**src/rtl/sc_et_ctrl.sv**
```systemverilog
// Run controller for one SNG: accepts a job, clears/loads the SNG, runs it for 2^k cycles
// (or until sng_done) and returns the AND-popcount. Optional rescale: define SC_ET_SCALE_EN.
module sc_et_ctrl #(
   parameter int unsigned W    = 6,
   parameter int unsigned N    = 2,
   parameter int unsigned NC   = 1,
   parameter int unsigned CORR = 0,
   parameter int unsigned TW   = (CORR != 0) ? W + NC : W * N + NC,
   parameter int unsigned LW   = $clog2(TW + 1)
) (
   input  logic              clk,
   input  logic              rst,
   input  logic              in_valid,
   output logic              in_ready,
   input  logic [N*W-1:0]    in_bxs,
   input  logic [LW-1:0]     in_k,
   output logic              sng_clr,
   output logic              sng_en,
   output logic [N*W-1:0]    sng_bxs,
   input  logic [N-1:0]      sng_xs,
   input  logic              sng_done,
   output logic              out_valid,
   input  logic              out_ready,
   output logic [TW:0]       out_count,
   output logic [TW:0]       out_cycles,
   output logic [TW:0]       out_est,
   output logic              out_trunc
);

   typedef enum logic [1:0] {StIdle, StLoad, StRun, StResult} state_e;

   state_e           state_q, state_d;
   logic [N*W-1:0]   bxs_q, bxs_d;
   logic [LW-1:0]    k_q, k_d;
   logic [TW:0]      count_q, count_d;
   logic [TW:0]      cycles_q, cycles_d;
   logic [TW:0]      est_q, est_d;
   logic             trunc_q, trunc_d;

   logic [TW:0]      count_inc;
   logic [TW:0]      cycles_inc;
   logic [TW:0]      limit;
   logic [TW:0]      est_final;
   logic             hit;
   logic             load;

   assign count_inc  = count_q + {{TW{1'b0}}, &sng_xs};
   assign cycles_inc = cycles_q + {{TW{1'b0}}, 1'b1};
   assign limit      = {{TW{1'b0}}, 1'b1} << k_q;
   assign hit        = (cycles_inc == limit);

`ifdef SC_ET_SCALE_EN
   logic [LW-1:0] shamt;
   assign shamt     = LW'(TW) - k_q;
   assign est_final = count_inc << shamt;
`else
   assign est_final = count_inc;
`endif

   always_ff @(posedge clk) begin
      if (rst) begin
         state_q  <= StIdle;
         bxs_q    <= '0;
         k_q      <= '0;
         count_q  <= '0;
         cycles_q <= '0;
         est_q    <= '0;
         trunc_q  <= 1'b0;
      end else begin
         state_q  <= state_d;
         bxs_q    <= bxs_d;
         k_q      <= k_d;
         count_q  <= count_d;
         cycles_q <= cycles_d;
         est_q    <= est_d;
         trunc_q  <= trunc_d;
      end
   end

   always_comb begin
      state_d   = state_q;
      bxs_d     = bxs_q;
      k_d       = k_q;
      count_d   = count_q;
      cycles_d  = cycles_q;
      est_d     = est_q;
      trunc_d   = trunc_q;
      in_ready  = 1'b0;
      sng_en    = 1'b0;
      out_valid = 1'b0;
      load      = 1'b0;
      unique case (state_q)
         StIdle: begin
            in_ready = 1'b1;
            if (in_valid) begin
               bxs_d   = in_bxs;
               k_d     = (in_k > LW'(TW)) ? LW'(TW) : in_k;
               state_d = StLoad;
            end
         end
         StLoad: begin
            load     = 1'b1;
            count_d  = '0;
            cycles_d = '0;
            est_d    = '0;
            trunc_d  = 1'b0;
            state_d  = StRun;
         end
         StRun: begin
            sng_en   = 1'b1;
            count_d  = count_inc;
            cycles_d = cycles_inc;
            // Final cycle is still sampled; reaching the limit wins over a coincident done.
            if (hit || sng_done) begin
               trunc_d = ~hit;
               est_d   = est_final;
               state_d = StResult;
            end
         end
         StResult: begin
            out_valid = 1'b1;
            if (out_ready) state_d = StIdle;
         end
         default: state_d = StIdle;
      endcase
   end

   assign sng_clr    = rst | load;
   assign sng_bxs    = bxs_q;
   assign out_count  = count_q;
   assign out_cycles = cycles_q;
   assign out_est    = est_q;
   assign out_trunc  = trunc_q;

endmodule

```
**config.mk**
```make
export PLATFORM = sky130hd
export DESIGN_NAME = sc_et_ctrl
export DESIGN_NICKNAME = d
export VERILOG_FILES = /design/src/rtl/sc_et_ctrl.sv
export SDC_FILE = /design/constraint.sdc
export NUM_CORES = 1
export LEC_CHECK = 0
export ABC_AREA = 1
export CAP_MARGIN = 20
export CORE_UTILIZATION = 50
export CTS_CLUSTER_DIAMETER = 120
export CTS_CLUSTER_SIZE = 12
export DETAILED_ROUTE_END_ITERATION = 6
export PLACE_DENSITY_LB_ADDON = 0.1
export REMOVE_ABC_BUFFERS = 1
export SLEW_MARGIN = 20
export SYNTH_ARGS = -nofsm -noshare
export SYNTH_HDL_FRONTEND = slang
export SYNTH_SLANG_ARGS = --single-unit
```
**constraint.sdc**
```tcl
create_clock -name clk -period 2.4 [get_ports clk]
set_input_delay 0.36 -clock clk [delete_from_list [all_inputs] [get_ports clk]]
set_output_delay 0.36 -clock clk [all_outputs]
set_load 0.1 [all_outputs]
```
==> results of run 1 <==
==> worst max-delay path: cells and delay by family, from the launching register on <==
kind / cells / cell delay [ps]
fa+ha+maj: 1 / 260
buf+inv: 1 / 160
flops: 1 / 350
simple gates: 13 / 1310
==> area by class of cell <==
class,count,share of cell area [%]
clock buffers,11,2.96
inverters,46,3.89
flip-flops and latches,61,27.5
well taps,77,2.17
repair buffers,95,18.6
multi-input cells,373,43.8
clock inverters,4,1.10
==> cells in the final DEF, fill, tap and decap left out, types with 3 or more instances in the layout <==
cell               n
inv_2              5
a21oi_2            3
buf_12             4
o21ai_0           32
nor2_1            59
inv_1             40
clkdlybuf4s50_1   20
nor2_2             6
nand3b_1           7
nand4_1            6
or2_2              6
ha_1               5
clkbuf_8           9
nand3_2            8
o21ai_1            3
nand2_1          109
nor2_4             6
dfxtp_1           61
buf_4             69
nand2_2            5
nor3_1             4
a21oi_1           44
nand3_1           52
==> metal layers <==
layer	up-vias	GRT usage, %	routed length [um]	share of wire, %
met2	115	40.0	4060	47
met4	0	10.7	125	1.4
met1	1593	32.6	3890	45
li1	1810	-	-	-
met3	11	5.74	598	6.9
met5	-	0	0	0
==> cells by family after synthesis <==
logic type | after synthesis
simple gates | 272
compound gates | 90
buf+inv | 68
flops | 61
fa+ha+maj | 7
xor+xnor | 4
==> report_power, final <==
part | leakage, nW | total (mW) | internal (mW) | switching [mW]
Sequential | 0.500 | 1.44 | 1.25 | 0.184
Clock | 0.0936 | 0.893 | 0.475 | 0.418
Combinational | 1.35 | 3.59 | 0.898 | 2.69
==> flip-flops by register name (all words and copies together) (netlist names) <==
name,count
out_count,14
out_trunc,1
k_q,4
out_cycles,14
out_est,14
sng_bxs,12
state_q,2
==> worst paths after layout <==
kind | start | endpoint | slack [ps] | depth (start not counted)
worst min-delay path | out_est[1] | out_est[1] | 480 | 2
worst min register to register | out_est[1] | out_est[1] | 480 | 2
worst max-delay path | out_cycles[0] | out_est[13] | 210 | 15
worst max register to register | out_cycles[0] | out_est[13] | 210 | 15
==> timing repair <==
item,CTS,global route
endpoints found under the setup margin,1,8
buffers inserted,0,2
gates resized for setup,1,21
pin swaps,0,8
==> stage by stage <==
step / hold slack [ps] / util [%] / cell area (um^2) / setup slack, ps / power [mW]
floorplan: 422 / - / 3250 / -475 / 4.18
global placement: 461 / 64.7 / 4150 / -207 / 4.97
detailed placement: 464 / 64.7 / 4150 / -401 / 5.01
CTS: 474 / 67.6 / 4340 / 29.1 / 5.92
global route: 509 / 69.1 / 4440 / 4.34 / 6.26
finish: 476 / 69.1 / 4440 / 213 / 5.92
==> impl_results.md, run 1 <==
* Largest net degree at the start of global routing at 28
* Cell variety after synth at 36
* XOR/XNOR Fraction of Synth Area at 1.04%
* H-tree depth at 3
* Clock slew at reported path FFs at 70 ps
* Share of cells above drive strength 1 at 22.2%
* # diodes at 0
* CTS max path bufs at 2
* Max-Cap Viols at 0
* Row Count at 29
* 1st-pass router iterations at 7
* Multiplexer share of the synthesized area at 0%
* Simple-gate share of the synthesized area at 37.3%
* Critical path required time at 2640 ps
* Cell area after synthesis at 3370 um^2
* Drt total wl at 8.68 mm
* Io pins at 82
* Synth async-reset ratio at 0%
* TritonCTS clock tree: built
* Final Skew at 8.86 ps
* Initial antenna violation count at 0
* Via count at 3529
* Vias per Instance at 5.29
* Peak VDD IR at 0.951 mV
* CP Cell Sequence: ha_1, nand3_2, nor2_2, nand2_1, nand3_1, nand2_1, nor2_1, nand2_1, nor2_2, nand3_2, nand3_4, buf_12, nand3_1, nand2_1, nor2_1
* Slew @ Worst Pin at 644 ps
* Die H at 84.1 um
* Crit Path Class: flip-flop to flip-flop
* Fmax at 0.457 GHz
* Total grt overflow at 0
* Footprint of the multi-input gates at 1940 um^2
* Gr usage total at 25.1%
* Vias in the first global route at 3229
* Arrival time of the worst setup path at 2420 ps
* Area contributors post-synth: dfxtp_1, nand2_1, nand3_1
* Compound-Gate Fraction of Synth Area at 14.3%
* Outcome: complete, but fails checks
* Post-Synth Adder-Cell Area at 2.60%
* Seq/Total Area, Yosys at 36.3%
* Primary FF master, synth: dfxtp_1
* Hold Violations, Final at 0
* # nets final at 616
* Chip Width at 84.1 um
* Slew Viols, Final at 0
* Worst-Skew Late Latency at 340 ps
* 1st-iter DRT viols at 182
* Root Buffer: clkbuf_8
* Synth warnings at 0
* RSZ-0062 raised after global routing: no
* Effective utilization at floorplan at 52.4%
* Final std cells w/o fill at 667
* Placeable core area at 6420 um^2
* Clock sinks at 61
* Filler instances at 592
* Pwr Density at 1340 nW/um^2
* DP HPWL at 6.16 mm
* Residual DRC at 10
* CP peak stage delay at 350 ps
* Final Setup Violations at 0
* Dpl cells at 650
* Synth area leader: dfxtp_1
* Setup TNS at 0 ps
* Top-count cell post-synth: nand2_1
* EDFF count, synth at 0
* Syn Inst Count at 502
* CTS Hold Bufs at 0
* Most used cell, CP: nand2_1
* Antenna Violating Nets Remaining at 0
* GPL Wtd Cong at 0.838
* CP max-delay cell: dfxtp_1
* Global-route wire length before repair at 14.3 mm
* Post-synthesis register bit count at 61
* Failing checks: design-rule violations
* CP max FO at 16
* CP Capture Type: flip-flop
* Number of CTS-inserted buffers at 9
* Routed WL per cell at 13.0 um
* Final Cycle Share at 91.1%
* Hold/Removal Path Class: flip-flop to flip-flop
* Leakage power at 1.94 nW
* Worst relative slew slack at 57.1%
* Area Growth Syn to Fin at 31.7%
* Main combinational cell family by area after synthesis: simple AND/OR/NAND/NOR gates
* Total die area at 7070 um^2
* Top cell type's share of synthesized area at 36.3%
* Syn Area/Cell at 6.71 um^2
* Most instantiated cells after synthesis: nand2_1, nor2_1, dfxtp_1
* Sequential Area at 1220 um^2
* Setup crit start kind: flip-flop
* Port Buffers at 81
* Fin crit period at 2190 ps
No activity file was read; power rests on OpenSTA's default activity.
==> run 2, diff against run 1 <==
--- a/config.mk
+++ b/config.mk
@@ -13,7 +13,6 @@
 export DETAILED_ROUTE_END_ITERATION = 6
 export PLACE_DENSITY_LB_ADDON = 0.1
 export REMOVE_ABC_BUFFERS = 1
-export SLEW_MARGIN = 20
 export SYNTH_ARGS = -nofsm -noshare
 export SYNTH_HDL_FRONTEND = slang
 export SYNTH_SLANG_ARGS = --single-unit
==> results of run 2 <==
No change in the layout: final DEF, timing and power equal those of run 1.
==> run 3, diff against run 2 <==
--- a/config.mk
+++ b/config.mk
@@ -7,10 +7,13 @@
 export LEC_CHECK = 0
 export ABC_AREA = 1
 export CAP_MARGIN = 20
-export CORE_UTILIZATION = 50
+export CORE_MARGIN = 2
+export CORE_UTILIZATION = 51
+export CTS_BUF_LIST = sky130_fd_sc_hd__clkbuf_4 sky130_fd_sc_hd__clkbuf_8
 export CTS_CLUSTER_DIAMETER = 120
 export CTS_CLUSTER_SIZE = 12
 export DETAILED_ROUTE_END_ITERATION = 6
+export GPL_TIMING_DRIVEN = 1
 export PLACE_DENSITY_LB_ADDON = 0.1
 export REMOVE_ABC_BUFFERS = 1
 export SYNTH_ARGS = -nofsm -noshare
==> run 3 against run 2 <==
Effect of this change: the run now ends clean; clock skew grew 2.9 ps; global-route usage shrank 0.61 points; combinational power is essentially flat; setup slack lost 100 ps; die area grew 2.9%; worst hold slack gained 4.8 ps; clock power grew 8.8%; flip-flop and latch count is the same; fmax shrank 4.4%; final area grew 0.23%; routed wire length grew 0.14%; via count grew 0.26%; critical path type is now input pin to flip-flop.
==> impl_results.md, run 3 (synthesis gave the netlist of run 1 again) <==
* Most common cell after layout, fill and taps aside: nand2_1
* CP max-delay cell: clkdlybuf4s50_1
* Crit Path Class: input pin to flip-flop
* 1st-iter DRT viols at 170 (-6.6%)
* Footprint of the multi-input gates at 1920 um^2 (-1.4%)
* Clock slew at reported path FFs at 70 ps (about the same)
* Global-route wire length before repair at 14.5 mm (+1.1%)
* Hold/Removal Path Class: flip-flop to flip-flop
* Outcome: finished clean
* Io pins at 82 (unchanged)
* Peak VDD IR at 1.11 mV (+17%)
* Total grt overflow at 0 (unchanged)
* 1st-pass router iterations at 4 (-3)
* Slew Viols, Final at 0 (unchanged)
* Sequential Area at 1220 um^2 (+0.10%)
* TritonCTS clock tree: built
* Max-Cap Viols at 0 (unchanged)
* Drt total wl at 8.69 mm (+0.14%)
* Worst relative slew slack at 62.1% (+5.0 points)
* Via count at 3538 (+0.26%)
* Number of CTS-inserted buffers at 9 (unchanged)
* RR Startpoint: out_cycles[1]
* CP max FO at 3 (-13)
* Filler instances at 557 (-5.9%)
* Largest net degree at the start of global routing at 28 (unchanged)
* Root Buffer: clkbuf_8
* CP Cell Sequence: clkdlybuf4s50_1, nand2_1, inv_2, ha_4, ha_4, nand2_4, nor2_4, nand2_2, nor3_2, nand3_1, nor2_2, nand2_1, o21bai_1, nand3_1, nand3_1, nand2_1, nor2_1
* Pwr Density at 1350 nW/um^2 (+1.1%)
* Worst Setup Slack post-DPL at -301 ps (+99.7 ps)
* Leakage power at 1.92 nW (-0.94%)
* GPL Wtd Cong at 0.856 (+2.1%)
* Effective utilization at floorplan at 52.7% (+0.30 points)
* Final Setup Violations at 0 (unchanged)
* CP peak stage delay at 450 ps (+100 ps)
* CTS max path bufs at 2 (unchanged)
* Fmax at 0.437 GHz (-4.4%)
* Layout Utilization at 69.6% (+0.55 points)
* Final Worst Setup Slack at 112 ps (-101 ps)
* Arrival time of the worst setup path at 2570 ps (+150 ps)
* Crit path from: sng_xs[0]
* Antenna Violating Nets Remaining at 0 (unchanged)
* Chip Width at 85.3 um (+1.4%)
* Routed WL per cell at 13.0 um (-0.16%)
* R2r endpoint: out_est[8]
* Initial antenna violation count at 0 (unchanged)
* # diodes at 0 (unchanged)
* Residual DRC at 0 (-10)
* Die H at 85.3 um (+1.4%)
* Worst R2R Setup Slack at 230 ps (+20 ps)
* CP Capture Type: flip-flop
* Final Skew at 11.8 ps (+2.95 ps)
* Setup crit start kind: input pin
* Gr usage total at 24.5% (-0.61 points)
* Share of cells above drive strength 1 at 22.5% (+0.26 points)
* Vias in the first global route at 3218 (-0.34%)
* Critical Path Sink: out_est[12]
* Clock sinks at 61 (unchanged)
* Setup TNS at 0 ps (unchanged)
* Fin crit period at 2290 ps (+101 ps)
* Slew @ Worst Pin at 569 ps (-75.3 ps)
* Placeable core area at 6390 um^2 (-0.57%)
* Hold Violations, Final at 0 (unchanged)
* Row Count at 29 (unchanged)
* DP HPWL at 6.13 mm (-0.51%)
* Most frequent cells in the layout: nand2_1, buf_4, nor2_1, dfxtp_1, nand3_1
* Critical path required time at 2680 ps (+40 ps)
* Port Buffers at 81 (unchanged)
* Total die area at 7270 um^2 (+2.9%)
* Vias per Instance at 5.29 (about the same)
* Area Growth Syn to Fin at 32.0%
* # nets final at 617 (+0.16%)
* Reg2reg path depth at 15 (unchanged)
* H-tree depth at 3 (unchanged)
* Worst-Skew Late Latency at 350 ps (about the same)
* CTS Hold Bufs at 0 (unchanged)
* Final Cycle Share at 95.3% (+4.2 points)
[run 3: what timing repair did]
action | 4_1_cts | 5_1_grt
endpoints found under the hold margin | 0 | 0
setup endpoints to repair | 0 | 7
setup buffers | 0 | 3
gates resized for setup | 0 | 16
[run 3: power breakdown]
part / leakage [nW] / internal [mW] / switching, mW / total [mW]
sequential: 0.501 / 1.25 / 0.181 / 1.43
combinational: 1.31 / 0.895 / 2.70 / 3.59
clock: 0.110 / 0.560 / 0.412 / 0.972
total: 1.92 / 2.71 / 3.29 / 6.00
[run 3: final cells by class]
| class | instances | share of cell area (%) |
|---|---|---|
| clock buffers | 13 | 3.74 |
| clock inverters | 3 | 0.985 |
| inverters | 46 | 3.88 |
| multi-input cells | 373 | 43.1 |
| flip-flops and latches | 61 | 27.5 |
| well taps | 77 | 2.17 |
| repair buffers | 96 | 18.6 |
[run 3: critical path, delay by kind of cell]
| family | cells | cell delay [ps] |
|---|---|---|
| compound gates | 1 | 160 |
| fa+ha+maj | 2 | 280 |
| buf+inv | 2 | 510 |
| simple gates | 12 | 1290 |
[run 3: how the worst min path moves through the flow]
| stage | depth (start not counted) | start | to |
|---|---|---|---|
| after CTS | 2 | out_est[9] | out_est[9] |
| after detailed placement | 2 | out_est[9] | out_est[9] |
| final | 2 | out_est[9] | out_est[9] |
| after global placement | 2 | sng_bxs[7] | sng_bxs[7] |
| after global routing | 2 | sng_bxs[10] | sng_bxs[10] |
| after floorplan | 1 | rst | out_est[0] |
[run 3: through the flow]
stage / hold WS (ps) / power [mW] / instance area [um^2] / instances
finish: 480 / 6.00 / 4450 / 669
global route: 501 / 6.35 / 4450 / 669
floorplan: 422 / 4.18 / 3250 / 480
CTS: 486 / 5.99 / 4360 / 666
global placement: 465 / 4.95 / 4150 / 650
detailed placement: 469 / 5.01 / 4150 / 650
[run 3: routing by layer]
metal / part of all wire, % / global-route usage (%) / wire length, um / vias to the layer above
met5: 0 / 0 / 0 / -
met3: 6.5 / 5.54 / 568 / 15
li1: - / - / - / 1813
met1: 47 / 31.9 / 4050 / 1603
met2: 45 / 38.7 / 3890 / 107
met4: 2.1 / 11.0 / 182 / 0
